===== src/rtl/extref_pkg.sv =====
// Shared types and default constants for the ECP5 external reference clock monitor.
package extref_pkg;

    typedef enum logic [1:0] {
        OFF,
        SETTLE,
        MEASURE,
        LOCKED
    } ref_state_e;

    localparam int unsigned TOG_DIV     = 16;
    localparam int unsigned DEF_WINDOW  = 1000;
    localparam int unsigned DEF_EXP_MIN = 98;
    localparam int unsigned DEF_EXP_MAX = 102;

endpackage


===== src/rtl/extref_chan.sv =====
// One reference channel: toggle synchroniser, saturating edge counter,
// power-up settle delay and lock/loss state machine.
module extref_chan
    import extref_pkg::*;
#(
    parameter int unsigned CNT_W      = 16,
    parameter int unsigned EXP_MIN    = DEF_EXP_MIN,
    parameter int unsigned EXP_MAX    = DEF_EXP_MAX,
    parameter int unsigned LOCK_WINS  = 3,
    parameter int unsigned SETTLE_CYC = 256
) (
    input  logic             clk_i,
    input  logic             rst_ni,
    input  logic             en_i,
    input  logic             tog_i,
    input  logic             win_end_i,
    output logic             pwdnb_o,
    output logic             locked_o,
    output logic [CNT_W-1:0] count_o
);

    localparam int unsigned SW = (SETTLE_CYC > 1) ? $clog2(SETTLE_CYC) : 1;
    localparam int unsigned GW = $clog2(LOCK_WINS + 1);

    ref_state_e       state_q, state_d;
    logic [2:0]       sync_q;
    logic             tog_edge;
    logic [CNT_W-1:0] acc_q, acc_d, acc_inc;
    logic [CNT_W-1:0] count_q, count_d;
    logic [SW-1:0]    settle_q, settle_d;
    logic [GW-1:0]    good_q, good_d;
    logic             armed_q, armed_d;
    logic [31:0]      cap32;
    logic             good;

    // sync_q[1] is the second synchroniser stage, sync_q[2] its history copy
    assign tog_edge = sync_q[1] ^ sync_q[2];
    assign acc_inc  = (tog_edge && (acc_q != '1)) ? acc_q + CNT_W'(1) : acc_q;
    assign cap32    = 32'(acc_inc);
    assign good     = (cap32 >= EXP_MIN) && (cap32 <= EXP_MAX);

    always_comb begin
        acc_d   = win_end_i ? '0 : acc_inc;
        count_d = win_end_i ? acc_inc : count_q;
    end

    always_comb begin
        state_d  = state_q;
        settle_d = settle_q;
        good_d   = good_q;
        armed_d  = armed_q;
        if (!en_i) begin
            state_d  = OFF;
            settle_d = '0;
            good_d   = '0;
            armed_d  = 1'b0;
        end else begin
            case (state_q)
                OFF: begin
                    state_d  = SETTLE;
                    settle_d = SW'(SETTLE_CYC - 1);
                end
                SETTLE: begin
                    if (settle_q == '0) begin
                        state_d = MEASURE;
                        good_d  = '0;
                        armed_d = 1'b0;
                    end else begin
                        settle_d = settle_q - SW'(1);
                    end
                end
                MEASURE: begin
                    // first window boundary after entry closes a partial window
                    if (win_end_i) begin
                        if (!armed_q) begin
                            armed_d = 1'b1;
                        end else if (good) begin
                            if (good_q == GW'(LOCK_WINS - 1)) begin
                                state_d = LOCKED;
                                good_d  = '0;
                            end else begin
                                good_d = good_q + GW'(1);
                            end
                        end else begin
                            good_d = '0;
                        end
                    end
                end
                LOCKED: begin
                    if (win_end_i && !good) begin
                        state_d = MEASURE;
                        armed_d = 1'b1;
                        good_d  = '0;
                    end
                end
                default: state_d = OFF;
            endcase
        end
    end

    always_ff @(posedge clk_i or negedge rst_ni) begin
        if (!rst_ni) begin
            state_q  <= OFF;
            sync_q   <= '0;
            acc_q    <= '0;
            count_q  <= '0;
            settle_q <= '0;
            good_q   <= '0;
            armed_q  <= 1'b0;
        end else begin
            state_q  <= state_d;
            sync_q   <= {sync_q[1:0], tog_i};
            acc_q    <= acc_d;
            count_q  <= count_d;
            settle_q <= settle_d;
            good_q   <= good_d;
            armed_q  <= armed_d;
        end
    end

    assign pwdnb_o  = (state_q != OFF);
    assign locked_o = (state_q == LOCKED);
    assign count_o  = count_q;

endmodule


===== src/rtl/extref_monitor.sv =====
// Multi-channel EXTREF manager: shared measurement window timer, per-channel
// monitors and a non-revertive reference selector for the SerDes PLL mux.
module extref_monitor
    import extref_pkg::*;
#(
    parameter int unsigned NUM_REF    = 2,
    parameter int unsigned CNT_W      = 16,
    parameter int unsigned WINDOW     = DEF_WINDOW,
    parameter int unsigned EXP_MIN    = DEF_EXP_MIN,
    parameter int unsigned EXP_MAX    = DEF_EXP_MAX,
    parameter int unsigned LOCK_WINS  = 3,
    parameter int unsigned SETTLE_CYC = 256,
    parameter int unsigned SEL_W      = (NUM_REF > 1) ? $clog2(NUM_REF) : 1
) (
    input  logic                     clk,
    input  logic                     rst_n,
    input  logic [NUM_REF-1:0]       ref_en,
    input  logic [NUM_REF-1:0]       ref_tog,
    output logic [NUM_REF-1:0]       ref_pwdnb,
    output logic [NUM_REF-1:0]       ref_locked,
    output logic [NUM_REF*CNT_W-1:0] ref_count,
    output logic [SEL_W-1:0]         ref_sel,
    output logic                     ref_sel_valid,
    output logic                     switch_pulse
);

    localparam int unsigned TW = (WINDOW > 1) ? $clog2(WINDOW) : 1;

    logic [TW-1:0]    timer_q, timer_d;
    logic             win_end;
    logic [SEL_W-1:0] sel_q, sel_d;
    logic             valid_q, valid_d;
    logic             pulse_q, pulse_d;
    logic             sel_hit;
    logic             low_found;
    logic [SEL_W-1:0] low_idx;

    assign win_end = (timer_q == TW'(WINDOW - 1));
    assign timer_d = win_end ? '0 : timer_q + TW'(1);

    for (genvar g = 0; g < NUM_REF; g++) begin : g_chan
        extref_chan #(
            .CNT_W      (CNT_W),
            .EXP_MIN    (EXP_MIN),
            .EXP_MAX    (EXP_MAX),
            .LOCK_WINS  (LOCK_WINS),
            .SETTLE_CYC (SETTLE_CYC)
        ) u_chan (
            .clk_i     (clk),
            .rst_ni    (rst_n),
            .en_i      (ref_en[g]),
            .tog_i     (ref_tog[g]),
            .win_end_i (win_end),
            .pwdnb_o   (ref_pwdnb[g]),
            .locked_o  (ref_locked[g]),
            .count_o   (ref_count[g*CNT_W +: CNT_W])
        );
    end

    always_comb begin
        sel_hit   = 1'b0;
        low_found = 1'b0;
        low_idx   = '0;
        for (int unsigned i = 0; i < NUM_REF; i++) begin
            if ((SEL_W'(i) == sel_q) && ref_locked[i]) begin
                sel_hit = 1'b1;
            end
            if (!low_found && ref_locked[i]) begin
                low_found = 1'b1;
                low_idx   = SEL_W'(i);
            end
        end
        sel_d   = sel_q;
        valid_d = 1'b0;
        // stay on a still-locked reference even if a lower index recovers
        if (sel_hit) begin
            valid_d = 1'b1;
        end else if (low_found) begin
            sel_d   = low_idx;
            valid_d = 1'b1;
        end
        pulse_d = (sel_d != sel_q);
    end

    always_ff @(posedge clk or negedge rst_n) begin
        if (!rst_n) begin
            timer_q <= '0;
            sel_q   <= '0;
            valid_q <= 1'b0;
            pulse_q <= 1'b0;
        end else begin
            timer_q <= timer_d;
            sel_q   <= sel_d;
            valid_q <= valid_d;
            pulse_q <= pulse_d;
        end
    end

    assign ref_sel       = sel_q;
    assign ref_sel_valid = valid_q;
    assign switch_pulse  = pulse_q;

endmodule


===== config.mk =====
export PLATFORM = sky130hd
export DESIGN_NAME = extref_monitor
export DESIGN_NICKNAME = d
export VERILOG_FILES = /design/src/rtl/extref_pkg.sv /design/src/rtl/extref_chan.sv /design/src/rtl/extref_monitor.sv
export SDC_FILE = /design/constraint.sdc
export NUM_CORES = 1
export LEC_CHECK = 0
export ABC_CLOCK_PERIOD_IN_PS = 4100
export BUFFER_PORTS_ARGS = -buffer_cell sky130_fd_sc_hd__buf_2
export CORE_MARGIN = 2
export CORE_UTILIZATION = 40
export CTS_CLUSTER_DIAMETER = 40
export DETAILED_ROUTE_END_ITERATION = 7
export PLACE_DENSITY_LB_ADDON = 0.2
export REMOVE_ABC_BUFFERS = 1
export SKIP_CTS_REPAIR_TIMING = 1
export SYNTH_ARGS = -nofsm -noshare
export SYNTH_HDL_FRONTEND = slang
export SYNTH_SLANG_ARGS = --single-unit

===== constraint.sdc =====
create_clock -name clk -period 4.1 [get_ports clk]
set_input_delay 0.82 -clock clk [delete_from_list [all_inputs] [get_ports clk]]
set_output_delay 0.82 -clock clk [all_outputs]
set_load 0.02 [all_outputs]

After elaboration in Yosys (flattened, before gate mapping). Cells that the tools add are included.

Register bits after elaboration: 109. Input bits: 6. Output and inout port bits: 39.

Add/sub/neg operators: 7. Magnitude comparators: 4. Equal/unequal tests: 30. Mux-type cells: 61. Bitwise operators: 3. Reductions and logical operators: 26.

Operator list (count): $mux W16 (4); $mux W2 (28); $add A16 B1 Y16 const B (2); $ge A16 B7 Y1 const B (2); $le A16 B7 Y1 const B (2); $mux W8 (4); $ne A16 B16 Y1 const B (2); $pmux W8 S2 (2); $ne A3 B2 Y1 const B (9); $logic_not A8 Y1 (2); $mux W1 (16); $pmux W2 S4 (2); $sub A8 B1 Y8 const B (2); $ne A3 B3 Y1 const B (5); $eq A2 B2 Y1 const B (6); $pmux W2 S3 (2); $reduce_and A6 Y1 (2); $add A10 B1 Y10 const B (1); $eq A10 B10 Y1 const B (1); $mux W10 (1); $reduce_and A5 Y1 (2); $logic_and A1 B1 Y1 (9); $ne A4 B1 Y1 const B (2); $reduce_and A4 Y1 (2); other kinds (11) (21).

Logic depth before layout (Yosys ltp). Gate-level depths: netlist of the first run.

Word-level depth: 10. Depth in mapped cells: 9. Gate-level depth less buffers: 8.

By module. A second synthesis of the first run with hierarchy kept.

Cells, all modules: 631. Area, all modules: 6105.9 um^2.

By module, submodules not included: extref_chan (times used 2, cells each 290, area an instance 2753.9 um^2); extref_monitor (times used 1, cells each 51, area an instance 598.1 um^2).

Least setup slack after synthesis of the first run. OpenSTA, ideal clock, no wires.

Path type: register to register. Start point: register g_chan[0].u_chan.acc_q[0]. End point: register g_chan[0].u_chan.armed_q. Setup time: 0.120 ns. Arrival time: 2.281 ns. Required time: 3.980 ns. Path slack: 1.699 ns. Cell stages (with the launch flop): 10. Buffers on the path: 1. Period minus slack after synthesis: 2.401 ns. Cell sequence: dfrtp_1 ha_1 and3_1 buf_2 and3_1 a311oi_1 nand3b_1 nor4_4 nand4b_1 and3_1.

Longest elaborated chain between the ends: 9. Elaborated cells between the ends (all ways): 11.

RTL lines: from (decl) (RTL line extref_chan.sv:28) `logic [CNT_W-1:0] acc_q, acc_d, acc_inc;`; from (signal assigned) (RTL line extref_chan.sv:105) `acc_q <= '0;`; from (signal assigned) (RTL line extref_chan.sv:113) `acc_q <= acc_d;`; branches (longest 2 deep; another with $add A16 B1 Y16); $mux W16 (*) (RTL line extref_chan.sv:38) `assign acc_inc = (tog_edge && (acc_q != '1)) ? acc_q + CNT_W'(1) : acc_q;`; $ge A16 B7 Y1 / $le A16 B7 Y1 (equally long branches) (RTL line extref_chan.sv:40) `assign good = (cap32 >= EXP_MIN) && (cap32 <= EXP_MAX);`; $logic_and A1 B1 Y1 (*) (RTL line extref_chan.sv:40); $logic_not A1 Y1 (*) (RTL line extref_chan.sv:90) `if (win_end_i && !good) begin`; $logic_and A1 B1 Y1 (*) (RTL line extref_chan.sv:90); $ne A3 B3 Y1 (no line) (*); $reduce_and A4 Y1 (no line) (*); to (signal assigned) (RTL line extref_chan.sv:117) `armed_q <= armed_d;`; to (decl) (RTL line extref_chan.sv:32) `logic armed_q, armed_d;`.

Every way passes the cells marked *. A chain may end at the register's enable or synchronous reset.

Worst setup path in the final report of the first run.
Start point: register g_chan[1].u_chan.acc_q[1]. End point: register g_chan[1].u_chan.armed_q.

Longest elaborated chain between the ends: 9. Elaborated cells between the ends (all ways): 11.

RTL lines (RTL line): from (decl) (extref_chan.sv:28); from (signal assigned) (extref_chan.sv:105); from (signal assigned) (extref_chan.sv:113); branches (longest 2 deep; another with $add A16 B1 Y16); $mux W16 (*) (extref_chan.sv:38); $ge A16 B7 Y1 / $le A16 B7 Y1 (equally long branches) (extref_chan.sv:40); $logic_and A1 B1 Y1 (*) (extref_chan.sv:40); $logic_not A1 Y1 (*) (extref_chan.sv:90); $logic_and A1 B1 Y1 (*) (extref_chan.sv:90); $ne A3 B3 Y1 (no line) (*); $reduce_and A4 Y1 (no line) (*); to (signal assigned) (extref_chan.sv:117); to (decl) (extref_chan.sv:32).

Marked as above.

==> impl_metrics.prom, run 1 <==
# TYPE chip_impl_metric gauge
chip_impl_info{name="result_of_the_run",value="complete, no violations"} 1
chip_impl_metric{name="critical_path_fanouts_max",unit=""} 9
chip_impl_info{name="critPathLaunch",value="g_chan[1].u_chan.acc_q[1]"} 1
chip_impl_metric{name="syn_inst",unit=""} 625
chip_impl_metric{name="port_buffer_count",unit=""} 44
chip_impl_metric{name="gp_congestion",unit=""} 0.911
chip_impl_metric{name="route.detailed.wl_per_inst",unit="µm"} 15.3
chip_impl_metric{name="drt_first_iter_violations",unit=""} 455
chip_impl_metric{name="placed_cell_area",unit="µm²"} 6170
chip_impl_metric{name="post-route-drc-count",unit=""} 0
chip_impl_info{name="library_cell_contributing_the_largest_single_delay_on_the_critical_path",value="dfrtp_1"} 1
chip_impl_metric{name="p_comb_share",unit="%"} 24.1
chip_impl_metric{name="layout.area.seq",unit="µm²"} 2730
chip_impl_metric{name="synth-edff-count",unit=""} 0
chip_impl_metric{name="worst-path-buf-inv",unit=""} 0
chip_impl_metric{name="globalRoute.totalOverflow",unit=""} 0
chip_impl_info{name="path_delay_family",value="simple AND/OR/NAND/NOR gates"} 1
chip_impl_metric{name="postSynth.asyncResetShare",unit="%"} 100
chip_impl_metric{name="clock_tree.buffer_depth",unit=""} 2
chip_impl_info{name="endpoint",value="g_chan[1].u_chan.armed_q"} 1
chip_impl_metric{name="fin_tns_setup",unit="ps"} 0
chip_impl_metric{name="max_stage_delay",unit="ps"} 470
chip_impl_metric{name="synth.yosys.seq_area_share",unit="%"} 46.9
chip_impl_metric{name="vdd_ir_max",unit="V"} 0.000220
chip_impl_metric{name="final_period_minus_worst_setup_slack",unit="ps"} 2830
chip_impl_info{name="yosys-top-cells-area",value="dfrtp_1 47%, nand2_1 5.4%, o21ai_0 5.2%"} 1
chip_impl_info{name="clk_root_buffer_cell",value="clkbuf_16"} 1
chip_impl_metric{name="final-setup-viol-count",unit=""} 0
chip_impl_metric{name="die_x",unit="µm"} 125
chip_impl_metric{name="grt_first_pass_wirelength",unit="mm"} 22.5
chip_impl_metric{name="cellPowerDensity",unit="nW/µm²"} 476
chip_impl_metric{name="worst_pin_slew",unit="ps"} 1010
chip_impl_metric{name="hold_slack",unit="ps"} 368
chip_impl_metric{name="flop_and_latch_count_out_of_synthesis",unit=""} 109
chip_impl_info{name="grt_setup_unrepaired",value="no"} 1
chip_impl_metric{name="switching_share",unit="%"} 33.1
chip_impl_info{name="critPathCaptureType",value="register"} 1
chip_impl_metric{name="power.switching",unit="mW"} 1.02
chip_impl_metric{name="route.vias.total",unit=""} 4692
chip_impl_metric{name="die-area",unit="µm²"} 15500
chip_impl_metric{name="cap_viol_max_count",unit=""} 0
chip_impl_metric{name="per_cell_via_count_in_the_routed_design",unit=""} 5.57
chip_impl_metric{name="via_count_of_the_first_global_routing_pass",unit=""} 4718
chip_impl_metric{name="track_usage",unit="%"} 17.6
chip_impl_metric{name="p_leak",unit="nW"} 2.89
chip_impl_metric{name="cellInternalPower",unit="mW"} 2.07
chip_impl_metric{name="hold_vio_cnt_final",unit=""} 0
chip_impl_metric{name="num_antenna_cells",unit=""} 0
chip_impl_metric{name="core.rowCount",unit=""} 44
chip_impl_metric{name="nFillCells",unit=""} 1390
chip_impl_metric{name="cp.arrival",unit="ps"} 3080
chip_impl_metric{name="ant_nets",unit=""} 0
chip_impl_metric{name="final.setup_skew",unit="ps"} 7.22
chip_impl_metric{name="layout_worst_path_cycle_share",unit="%"} 69.1
chip_impl_metric{name="numClockSinks",unit=""} 109
chip_impl_info{name="reg2reg_from",value="g_chan[1].u_chan.acc_q[1]"} 1
chip_impl_metric{name="fin_nets",unit=""} 666
chip_impl_metric{name="seqPwrFrac",unit="%"} 44.7
chip_impl_metric{name="totalWireLength",unit="mm"} 12.9
chip_impl_info{name="timing_worst_setup_path_type",value="register to register"} 1
chip_impl_metric{name="power.total",unit="mW"} 3.09
chip_impl_metric{name="timing.final.max_slew_violations",unit=""} 0
chip_impl_metric{name="grt_max_degree",unit=""} 61
chip_impl_metric{name="die-height",unit="µm"} 125
chip_impl_metric{name="worst-path-stages",unit=""} 8
chip_impl_metric{name="design_area_final",unit="µm²"} 6500
chip_impl_metric{name="clock_insertion_delay_worst_skew",unit="ps"} 360
chip_impl_info{name="most_common_cell_type_on_the_critical_path",value="nand3_1"} 1
chip_impl_metric{name="area_growth",unit="%"} 11.7
chip_impl_metric{name="slew-limit-headroom",unit="%"} 31.7
chip_impl_metric{name="first_pass_iters",unit=""} 5
chip_impl_metric{name="ys_warn_count",unit=""} 0
chip_impl_info{name="netlist.top_cell.by_area",value="dfrtp_1"} 1
chip_impl_metric{name="layout-drive-gt1-share",unit="%"} 13.5
chip_impl_metric{name="htree_num_levels",unit=""} 3
chip_impl_metric{name="reg2regPathDepth",unit=""} 8
chip_impl_metric{name="clk_pin_slew",unit="ps"} 70
chip_impl_metric{name="top_level_ports",unit=""} 45
chip_impl_metric{name="multiInputGateArea",unit="µm²"} 2880
chip_impl_metric{name="reg2reg_setup_slack",unit="ps"} 1270
chip_impl_metric{name="post-dp-hpwl",unit="mm"} 8.94
chip_impl_info{name="cts_tree",value="built"} 1
chip_impl_info{name="worstPathCellList",value="ha_1 > and3_1 > nand2_1 > o31ai_2 > nand3_1 > nor4b_4 > nand3_1 > a32o_1"} 1
chip_impl_info{name="worstSetupStartpointType",value="register"} 1
chip_impl_metric{name="synth_cell_types",unit=""} 67
chip_impl_metric{name="post_synth.cell_area_avg",unit="µm²"} 9.31
chip_impl_metric{name="antenna_found_initial",unit=""} 0
chip_impl_metric{name="start_util",unit="%"} 40.5
chip_impl_metric{name="clock_power_share",unit="%"} 31.2
chip_impl_metric{name="crit_required",unit="ps"} 4350
chip_impl_metric{name="core_outline_area",unit="µm²"} 14400
chip_impl_metric{name="synth.top_cell.area_share",unit="%"} 46.9
chip_impl_info{name="rr_endpoint",value="g_chan[1].u_chan.armed_q"} 1
chip_impl_info{name="synth_top_flop_cell",value="dfrtp_1"} 1
chip_impl_metric{name="numCtsBuffers",unit=""} 9
chip_impl_metric{name="max_freq",unit="MHz"} 353
chip_impl_metric{name="mappedNetlistArea",unit="µm²"} 5820
chip_impl_info{name="hold_path_class",value="register to register"} 1
cells in the final DEF (no fill, tap or decap), drive strengths merged, types with 8 or more instances in the layout:
cell type / count
xnor2: 18
and3: 11
nand4: 17
nor2: 58
buf: 49
nor4: 13
a21oi: 24
o21ai: 64
xor2: 14
and2: 12
clkbuf: 12
dfrtp: 109
inv: 16
nand2: 84
mux2i: 8
nor3: 18
nand3: 26
per-stage QoR:
| stage | std cells | worst slack, ps | util, % |
|---|---|---|---|
| 6_report | 842 | 1270 | 45.2 |
| 5_1_grt | 842 | 1010 | 45.2 |
| 4_1_cts | 842 | 1290 | 45.2 |
| 3_5_place_dp | 826 | 1320 | 43.0 |
| 3_3_place_gp | 826 | 1420 | 43.0 |
| 2_1_floorplan | 593 | 892 | - |
cell usage after synthesis (6+ instances only):
cell	count
nand3_1	26
dfrtp_1	109
and3_1	11
ha_1	7
nand2_1	84
or4_1	6
and4_1	7
and2_1	11
nor4_1	7
buf_2	9
clkbuf_1	16
mux2i_1	8
a21oi_1	24
nor3_1	18
o211ai_1	6
xnor2_1	16
nor2_1	58
o21ai_0	61
inv_1	16
nand4_1	14
xor2_1	13
power by group through the flow:
stage / registers (mW) / clock network [mW] / logic (mW)
CTS: 1.38 / 0.993 / 0.750
detailed placement: 1.40 / 0 / 0.745
finish: 1.38 / 0.965 / 0.746
floorplan: 1.36 / 0 / 0.565
global route: 1.41 / 1.03 / 0.844
global placement: 1.39 / 0 / 0.738
state kept, by name (all words and copies together), names as in the netlist:
name,cells
g_chan.u_chan.armed_q,2
g_chan.u_chan.good_q,4
g_chan.u_chan.sync_q,6
g_chan.u_chan.acc_q,32
g_chan.u_chan.count_o,32
ref_sel,1
g_chan.u_chan.state_q,4
timer_q,10
ref_sel_valid,1
switch_pulse,1
g_chan.u_chan.settle_q,16
worst min path at each step:
stage,start,to,slack [ps],depth (start not counted)
after global placement,g_chan[0].u_chan.sync_q[0],g_chan[0].u_chan.sync_q[1],330,0
after global routing,g_chan[0].u_chan.sync_q[0],g_chan[0].u_chan.sync_q[1],370,0
final,g_chan[0].u_chan.sync_q[0],g_chan[0].u_chan.sync_q[1],370,0
after CTS,g_chan[0].u_chan.sync_q[0],g_chan[0].u_chan.sync_q[1],370,0
after detailed placement,g_chan[1].u_chan.sync_q[0],g_chan[1].u_chan.sync_q[1],330,0
after floorplan,g_chan[0].u_chan.sync_q[0],g_chan[0].u_chan.sync_q[1],330,0
per-layer routing:
layer,vias to the layer above,wire length [µm],GRT usage [%]
met1,2264,6010,23.0
met5,-,0,0
met4,0,361,8.66
met2,111,6030,28.2
li1,2292,-,-
met3,25,456,3.09
cell families after synthesis:
| logic type | Yosys count | synth area share, % |
|---|---|---|
| simple gates | 279 | 25.9 |
| compound gates | 138 | 14.6 |
| flops | 109 | 46.9 |
| buf+inv | 48 | 3.55 |
| xor+xnor | 33 | 5.59 |
| mux | 10 | 1.76 |
| fa+ha+maj | 8 | 1.68 |
final cells by class:
cell class,instances,share of cell area (%)
Clock inverter,4,1.08
Timing Repair Buffer,49,4.20
Inverter,16,0.924
Multi-Input combinational cell,468,44.4
Clock buffer,12,3.95
Tap cell,184,3.54
Sequential cell,109,42.0
worst register-to-register path: stages (launching register included):
cell and delay (ps):
dfrtp_1 470, ha_1 410, and3_1 330, nand2_1 140
o31ai_2 430, nand3_1 190, nor4b_4 360, nand3_1 120
a32o_1 280
(Power assumes the default switching activity.)
==> run 2: changes to the inputs <==
--- a/config.mk
+++ b/config.mk
@@ -5,7 +5,8 @@
 export SDC_FILE = /design/constraint.sdc
 export NUM_CORES = 1
 export LEC_CHECK = 0
-export ABC_CLOCK_PERIOD_IN_PS = 4100
+export ABC_AREA = 1
+export ABC_CLOCK_PERIOD_IN_PS = 2800
 export BUFFER_PORTS_ARGS = -buffer_cell sky130_fd_sc_hd__buf_2
 export CORE_MARGIN = 2
 export CORE_UTILIZATION = 40
==> constraint.sdc (replaced) <==
create_clock -name clk -period 2.8 [get_ports clk]
set_input_delay 0.56 -clock clk [delete_from_list [all_inputs] [get_ports clk]]
set_output_delay 0.56 -clock clk [all_outputs]
set_load 0.02 [all_outputs]
==> run 2 against run 1 <==
  * Worst hold slack worse by 120 ps
  * Wire length down 3.8%
  * Worst setup slack worse by 980 ps
  * Combinational power up 110%
  * Register-to-register slack worse by 980 ps
  * Fmax up 13%
  * Non-clock buffer count up 2
  * Die area down 0.31%
  * Sequential power up 51%
  * Synthesized cell count up 22%
  * Cell count up 18%
  * First-iteration DRC count down 34%
==> impl_metrics.prom, run 2 <==
# TYPE chip_impl_metric gauge
chip_impl_info{name="result_of_the_run",value="complete, no violations"} 1
chip_impl_metric{name="start_util",unit="%"} 41.3
chip_impl_metric{name="cap_viol_max_count",unit=""} 0
chip_impl_metric{name="cellPowerDensity",unit="nW/µm²"} 755
chip_impl_metric{name="postSynth.asyncResetShare",unit="%"} 100
chip_impl_metric{name="critical_path_fanouts_max",unit=""} 17
chip_impl_metric{name="grt_max_degree",unit=""} 67
chip_impl_metric{name="route.detailed.wl_per_inst",unit="µm"} 12.5
chip_impl_metric{name="post-place-cells",unit=""} 977
chip_impl_metric{name="cp.arrival",unit="ps"} 2790
chip_impl_metric{name="first_pass_iters",unit=""} 5
chip_impl_metric{name="power.total",unit="mW"} 4.90
chip_impl_metric{name="ys_warn_count",unit=""} 0
chip_impl_metric{name="top_level_ports",unit=""} 45
chip_impl_metric{name="fin_nets",unit=""} 821
chip_impl_metric{name="per_cell_via_count_in_the_routed_design",unit=""} 4.90
chip_impl_info{name="yosys-top-cells-area",value="dfrtp_1 47%, nand2_1 13%, nor2_1 7.1%"} 1
chip_impl_metric{name="reg2regPathDepth",unit=""} 16
chip_impl_metric{name="clock_tree.buffer_depth",unit=""} 2
chip_impl_info{name="netlist.top_cell.by_area",value="dfrtp_1"} 1
chip_impl_metric{name="port_buffer_count",unit=""} 44
chip_impl_metric{name="p_leak",unit="nW"} 3.31
chip_impl_metric{name="mappedNetlistArea",unit="µm²"} 5800
chip_impl_metric{name="timing.final.max_slew_violations",unit=""} 0
chip_impl_info{name="grt_setup_unrepaired",value="no"} 1
chip_impl_metric{name="totalWireLength",unit="mm"} 12.4
chip_impl_metric{name="core_outline_area",unit="µm²"} 14000
chip_impl_metric{name="synth_cell_types",unit=""} 37
chip_impl_info{name="cts_tree",value="built"} 1
chip_impl_info{name="final_cell_mix",value="195 x nand2_1, 110 x nor2_1, 109 x dfrtp_1"} 1
chip_impl_metric{name="layout-drive-gt1-share",unit="%"} 12.3
chip_impl_metric{name="final_period_minus_worst_setup_slack",unit="ps"} 2510
chip_impl_metric{name="die_x",unit="µm"} 124
chip_impl_metric{name="htree_num_levels",unit=""} 3
chip_impl_metric{name="antenna_found_initial",unit=""} 0
chip_impl_metric{name="nFillCells",unit=""} 1397
chip_impl_metric{name="track_usage",unit="%"} 16.4
chip_impl_info{name="yosys.cell_count.top_type",value="nand2_1"} 1
chip_impl_metric{name="max_freq",unit="MHz"} 398
chip_impl_metric{name="via_count_of_the_first_global_routing_pass",unit=""} 4611
chip_impl_metric{name="synth.yosys.seq_area_share",unit="%"} 47.0
chip_impl_metric{name="grt_first_pass_wirelength",unit="mm"} 21.4
chip_impl_metric{name="crit_required",unit="ps"} 3080
chip_impl_metric{name="worst_pin_slew",unit="ps"} 710
chip_impl_info{name="synth_top_cells_by_count",value="195 x nand2_1, 110 x nor2_1, 109 x dfrtp_1"} 1
chip_impl_metric{name="numCtsBuffers",unit=""} 9
chip_impl_metric{name="hold_slack",unit="ps"} 248
chip_impl_metric{name="post_synth.cell_area_avg",unit="µm²"} 7.58
chip_impl_metric{name="numClockSinks",unit=""} 109
chip_impl_metric{name="clk_pin_slew",unit="ps"} 70
chip_impl_metric{name="fin_cells",unit=""} 993
chip_impl_metric{name="multiInputGateArea",unit="µm²"} 2560
chip_impl_metric{name="post-route-drc-count",unit=""} 0
chip_impl_info{name="layout_commonest_cell",value="nand2_1"} 1
chip_impl_metric{name="gp_congestion",unit=""} 0.870
chip_impl_metric{name="layout_worst_path_cycle_share",unit="%"} 89.7
chip_impl_metric{name="layout.area.seq",unit="µm²"} 2730
chip_impl_metric{name="reg2reg_setup_slack",unit="ps"} 290
chip_impl_metric{name="synth-edff-count",unit=""} 0
chip_impl_metric{name="globalRoute.totalOverflow",unit=""} 0
chip_impl_metric{name="clock_insertion_delay_worst_skew",unit="ps"} 350
chip_impl_info{name="hold_path_class",value="primary input to asynchronous set/reset pin"} 1
chip_impl_metric{name="syn_inst",unit=""} 765
chip_impl_metric{name="fin_tns_setup",unit="ps"} 0
chip_impl_metric{name="core.rowCount",unit=""} 43
chip_impl_metric{name="num_antenna_cells",unit=""} 0
chip_impl_info{name="synth_top_flop_cell",value="dfrtp_1"} 1
chip_impl_metric{name="drt_first_iter_violations",unit=""} 300
chip_impl_metric{name="synth.top_cell.area_share",unit="%"} 47.0
chip_impl_metric{name="die-area",unit="µm²"} 15500
chip_impl_metric{name="utilization",unit="%"} 46.2
chip_impl_metric{name="flop_and_latch_count_out_of_synthesis",unit=""} 109
chip_impl_metric{name="hold_vio_cnt_final",unit=""} 0
chip_impl_info{name="worstSetupStartpointType",value="register"} 1
chip_impl_metric{name="ant_nets",unit=""} 0
chip_impl_info{name="critPathCaptureType",value="register"} 1
chip_impl_metric{name="die-height",unit="µm"} 124
chip_impl_info{name="clk_root_buffer_cell",value="clkbuf_16"} 1
chip_impl_info{name="rr_endpoint",value="g_chan[1].u_chan.armed_q"} 1
chip_impl_metric{name="vdd_ir_max",unit="V"} 0.000427
chip_impl_metric{name="slew-limit-headroom",unit="%"} 52.7
chip_impl_metric{name="area_growth",unit="%"} 11.9
chip_impl_metric{name="post-dp-hpwl",unit="mm"} 8.93
chip_impl_metric{name="final-setup-viol-count",unit=""} 0
chip_impl_metric{name="route.vias.total",unit=""} 4861
chip_impl_info{name="reg2reg_from",value="g_chan[1].u_chan.acc_q[0]"} 1
chip_impl_info{name="timing_worst_setup_path_type",value="register to register"} 1
chip_impl_metric{name="final.setup_skew",unit="ps"} 5.51
## run 2: cell types whose count changed in the layout (fill, tap and decap cells not counted), sizes merged, moves of 9 or more
cell,delta
a21oi,-9
nand2,+121
and3,-10
nor4,-10
xnor2,-10
and2,-11
nor2,+63
inv,+94
## run 2: power breakdown
part	total (mW)	switching (mW)	leakage (nW)	internal, mW
clock	1.22	0.585	0.136	0.630
sequential	2.09	0.258	1.43	1.84
combinational	1.59	1.06	1.74	0.532
## run 2: layout make-up
type                            instances  share of cell area [%]
Multi-Input combinational cell        528                    39.5
Inverter                              109                    6.31
Clock inverter                          5                   0.540
Timing Repair Buffer                   51                    4.44
Tap cell                              180                    3.47
Clock buffer                           11                    3.74
Sequential cell                       109                    42.0
## run 2: how the worst max path moves through the flow
stage,start,cells past startpoint,to
after detailed placement,g_chan[1].u_chan.acc_q[0],18,g_chan[1].u_chan.good_q[0]
after floorplan,timer_q[0],10,g_chan[1].u_chan.good_q[0]
final,g_chan[1].u_chan.acc_q[0],16,g_chan[1].u_chan.armed_q
after CTS,g_chan[1].u_chan.acc_q[0],18,g_chan[1].u_chan.good_q[0]
after global routing,g_chan[0].u_chan.acc_q[0],19,g_chan[0].u_chan.good_q[0]
after global placement,g_chan[1].u_chan.acc_q[0],18,g_chan[1].u_chan.good_q[0]
## run 2: metal layers
| layer | share of wire (%) | track usage (%) | wire (µm) | vias to the layer above |
|---|---|---|---|---|
| met1 | 51 | 23.2 | 6330 | 2271 |
| met2 | 44 | 25.0 | 5400 | 92 |
| met4 | 1.7 | 6.68 | 210 | 0 |
| met5 | 0 | 0 | 0 | - |
| met3 | 3.5 | 2.88 | 428 | 13 |
| li1 | - | - | - | 2485 |
## run 2: cell families after synthesis
group / synth area share [%]
xor+xnor: 3.45
fa+ha+maj: 1.68
simple gates: 30.0
buf+inv: 9.00
compound gates: 8.78
flops: 47.0
## run 2: critical path, stage by stage (launching register included)
cell and delay, ps:
dfrtp_1 440, ha_1 280, inv_1 110, nor2_4 60, nand2_4 90, nor2_4 50
nor2_4 320, o21ai_0 140, inv_1 130, nand3_1 110, nor2_1 120, nand2_1 90
o21bai_2 180, nand2_2 100, nand2_1 90, nand2_1 50, o21ai_1 70
## run 2: stage by stage
stage	setup WS, ps	cell area (µm²)
4_1_cts	179	6480
3_5_place_dp	191	6200
5_1_grt	19.6	6490
3_3_place_gp	223	6200
6_report	288	6490
2_1_floorplan	-69.1	5690
==> run 3: changes to the inputs <==
--- a/config.mk
+++ b/config.mk
@@ -13,7 +13,6 @@
 export CTS_CLUSTER_DIAMETER = 40
 export DETAILED_ROUTE_END_ITERATION = 7
 export PLACE_DENSITY_LB_ADDON = 0.2
-export REMOVE_ABC_BUFFERS = 1
 export SKIP_CTS_REPAIR_TIMING = 1
 export SYNTH_ARGS = -nofsm -noshare
 export SYNTH_HDL_FRONTEND = slang
==> run 3 against run 2 <==
  * Core utilization up 0.72 points
  * Critical endpoint is now g_chan[0].u_chan.good_q[1]
  * Critical path depth unchanged
  * First-iteration DRC count up 15%
  * Largest cell class unchanged
  * Non-clock buffer count up 2
  * Sequential cell count unchanged
  * Sequential power about the same
  * Critical path type unchanged
  * Worst hold slack worse by 130 ps
  * Fmax up 1.9%
  * Clock skew up 2.2 ps
  * Register-to-register slack better by 50 ps
  * Cell area up 1.6%
==> impl_metrics.prom, run 3 (synthesis results as in run 2) <==
# TYPE chip_impl_metric gauge
chip_impl_info{name="result_of_the_run",value="complete, no violations"} 1
chip_impl_metric{name="reg2regPathDepth",unit=""} 16
chip_impl_metric{name="reg2reg_setup_slack",unit="ps"} 340
chip_impl_metric{name="numClockSinks",unit=""} 109
chip_impl_metric{name="utilization",unit="%"} 46.9
chip_impl_metric{name="p_leak",unit="nW"} 3.35
chip_impl_metric{name="antenna_found_initial",unit=""} 0
chip_impl_metric{name="layout-drive-gt1-share",unit="%"} 12.8
chip_impl_metric{name="ant_nets",unit=""} 0
chip_impl_metric{name="timing.final.max_slew_violations",unit=""} 0
chip_impl_metric{name="design_area_final",unit="µm²"} 6590
chip_impl_metric{name="gr-usage-met3",unit="%"} 2.62
chip_impl_metric{name="post-dp-hpwl",unit="mm"} 9.40
chip_impl_metric{name="cellPowerDensity",unit="nW/µm²"} 792
chip_impl_metric{name="clock_insertion_delay_worst_skew",unit="ps"} 360
chip_impl_metric{name="clock_tree.buffer_depth",unit=""} 2
chip_impl_metric{name="fin_tns_setup",unit="ps"} 0
chip_impl_metric{name="clk_pin_slew",unit="ps"} 70
chip_impl_metric{name="critical_path_fanouts_max",unit=""} 10
chip_impl_metric{name="final-setup-viol-count",unit=""} 0
chip_impl_metric{name="post-route-drc-count",unit=""} 0
chip_impl_metric{name="placed_cell_area",unit="µm²"} 6210
chip_impl_info{name="worstSetupStartpointType",value="register"} 1
chip_impl_info{name="layout_commonest_cell",value="nand2_1"} 1
chip_impl_info{name="grt_setup_unrepaired",value="no"} 1
chip_impl_metric{name="per_cell_via_count_in_the_routed_design",unit=""} 4.91
chip_impl_metric{name="hold_vio_cnt_final",unit=""} 0
chip_impl_metric{name="drt_first_iter_violations",unit=""} 344
chip_impl_metric{name="die-height",unit="µm"} 124
chip_impl_metric{name="route.vias.total",unit=""} 4883
chip_impl_metric{name="port_buffer_count",unit=""} 44
chip_impl_metric{name="grt_max_degree",unit=""} 55
chip_impl_info{name="hold_path_class",value="primary input to asynchronous set/reset pin"} 1
chip_impl_metric{name="start_util",unit="%"} 41.3
chip_impl_metric{name="worst_pin_slew",unit="ps"} 408
chip_impl_info{name="cts_tree",value="built"} 1
chip_impl_metric{name="cap_viol_max_count",unit=""} 0
chip_impl_metric{name="globalRoute.totalOverflow",unit=""} 0
chip_impl_metric{name="totalWireLength",unit="mm"} 12.7
chip_impl_metric{name="crit_required",unit="ps"} 3050
chip_impl_metric{name="die-area",unit="µm²"} 15500
chip_impl_metric{name="grt_first_pass_wirelength",unit="mm"} 22.1
chip_impl_metric{name="numCtsBuffers",unit=""} 9
chip_impl_metric{name="gp_congestion",unit=""} 0.868
chip_impl_metric{name="place_ws",unit="ps"} 251
chip_impl_info{name="clk_root_buffer_cell",value="clkbuf_16"} 1
chip_impl_metric{name="max_freq",unit="MHz"} 406
chip_impl_metric{name="final.setup_skew",unit="ps"} 7.68
chip_impl_metric{name="nFillCells",unit=""} 1368
chip_impl_metric{name="cp.arrival",unit="ps"} 2710
chip_impl_metric{name="layout_worst_path_cycle_share",unit="%"} 88.0
chip_impl_metric{name="final_period_minus_worst_setup_slack",unit="ps"} 2460
chip_impl_metric{name="track_usage",unit="%"} 17.1
chip_impl_metric{name="fin_nets",unit=""} 823
chip_impl_metric{name="htree_num_levels",unit=""} 3
chip_impl_info{name="final_cell_mix",value="195 x nand2_1, 110 x nor2_1, 109 x dfrtp_1"} 1
chip_impl_metric{name="top_level_ports",unit=""} 45
chip_impl_info{name="critPathCaptureType",value="register"} 1
chip_impl_metric{name="first_pass_iters",unit=""} 5
chip_impl_metric{name="core_outline_area",unit="µm²"} 14000
chip_impl_metric{name="slew-limit-headroom",unit="%"} 72.6
chip_impl_metric{name="vdd_ir_max",unit="V"} 0.000328
chip_impl_metric{name="grt_met2_use",unit="%"} 29.1
chip_impl_metric{name="die_x",unit="µm"} 124
chip_impl_metric{name="area_growth",unit="%"} 13.7
chip_impl_info{name="timing_worst_setup_path_type",value="register to register"} 1
chip_impl_metric{name="via_count_of_the_first_global_routing_pass",unit=""} 4773
chip_impl_metric{name="final_critical_path_setup_slack",unit="ps"} 336
chip_impl_metric{name="num_antenna_cells",unit=""} 0
chip_impl_info{name="rr_endpoint",value="g_chan[0].u_chan.good_q[1]"} 1
chip_impl_metric{name="postSynthNetCount",unit=""} 778
chip_impl_metric{name="hold_slack",unit="ps"} 122
chip_impl_metric{name="route.detailed.wl_per_inst",unit="µm"} 12.7
chip_impl_info{name="reg2reg_from",value="g_chan[0].u_chan.acc_q[0]"} 1
chip_impl_metric{name="core.rowCount",unit=""} 43
chip_impl_metric{name="global_route.usage.met1",unit="%"} 21.8
chip_impl_info{name="grt_most_used_layer",value="met2"} 1
## run 3: worst max-delay path by stage
stage                                          from                    endpoint  slack, ps  cells after the start
after floorplan           g_chan[1].u_chan.acc_q[0]    g_chan[1].u_chan.armed_q        650                     18
after global placement    g_chan[0].u_chan.acc_q[0]  g_chan[0].u_chan.good_q[0]        340                     18
after detailed placement  g_chan[0].u_chan.acc_q[0]  g_chan[0].u_chan.good_q[1]        250                     18
after CTS                 g_chan[0].u_chan.acc_q[0]  g_chan[0].u_chan.good_q[1]        230                     18
after global routing      g_chan[0].u_chan.acc_q[0]  g_chan[0].u_chan.good_q[1]         10                     19
final                     g_chan[0].u_chan.acc_q[0]  g_chan[0].u_chan.good_q[1]        340                     16
## run 3: cell type report
type                            count  area, µm²  area share [%]
Multi-Input combinational cell    528       2570            38.9
Clock buffer                       11        253            3.84
Inverter                          109        409            6.21
Timing Repair Buffer               53        303            4.59
Clock inverter                      5        106            1.61
Tap cell                          180        225            3.42
Sequential cell                   109       2730            41.4
## run 3: critical path, cell delays in order (launching register included)
cell,delay (ps)
dfrtp_1,380
ha_1,180
inv_1,80
nor2_4,160
nand2_2,130
o21ai_4,310
nand2_1,80
o21ai_1,130
inv_2,60
nand2_1,70
nand4_1,170
nor2_2,220
nand3_2,110
nand4_1,150
inv_2,50
nand2_1,50
nand2_1,40
## run 3: where the power goes
group          switching [mW]  internal (mW)  leakage (nW)  total [mW]
Sequential              0.257           1.84          1.43        2.09
Combinational            1.07          0.542          1.75        1.61
Clock                   0.586          0.925         0.172        1.51
Total                    1.91           3.30          3.35        5.22
## run 3: metal layers
| metal | vias up | routed length, µm | share of wire (%) |
|---|---|---|---|
| li1 | 2502 | - | - |
| met1 | 2290 | 5830 | 46 |
| met2 | 74 | 6270 | 49 |
| met3 | 17 | 319 | 2.5 |
| met4 | 0 | 270 | 2.1 |
| met5 | - | 0 | 0 |
## run 3: stage by stage
stage	total power, mW	instances
global route	5.62	995
finish	5.22	995
CTS	5.25	994
global placement	3.67	978
detailed placement	3.72	978
floorplan	3.33	765
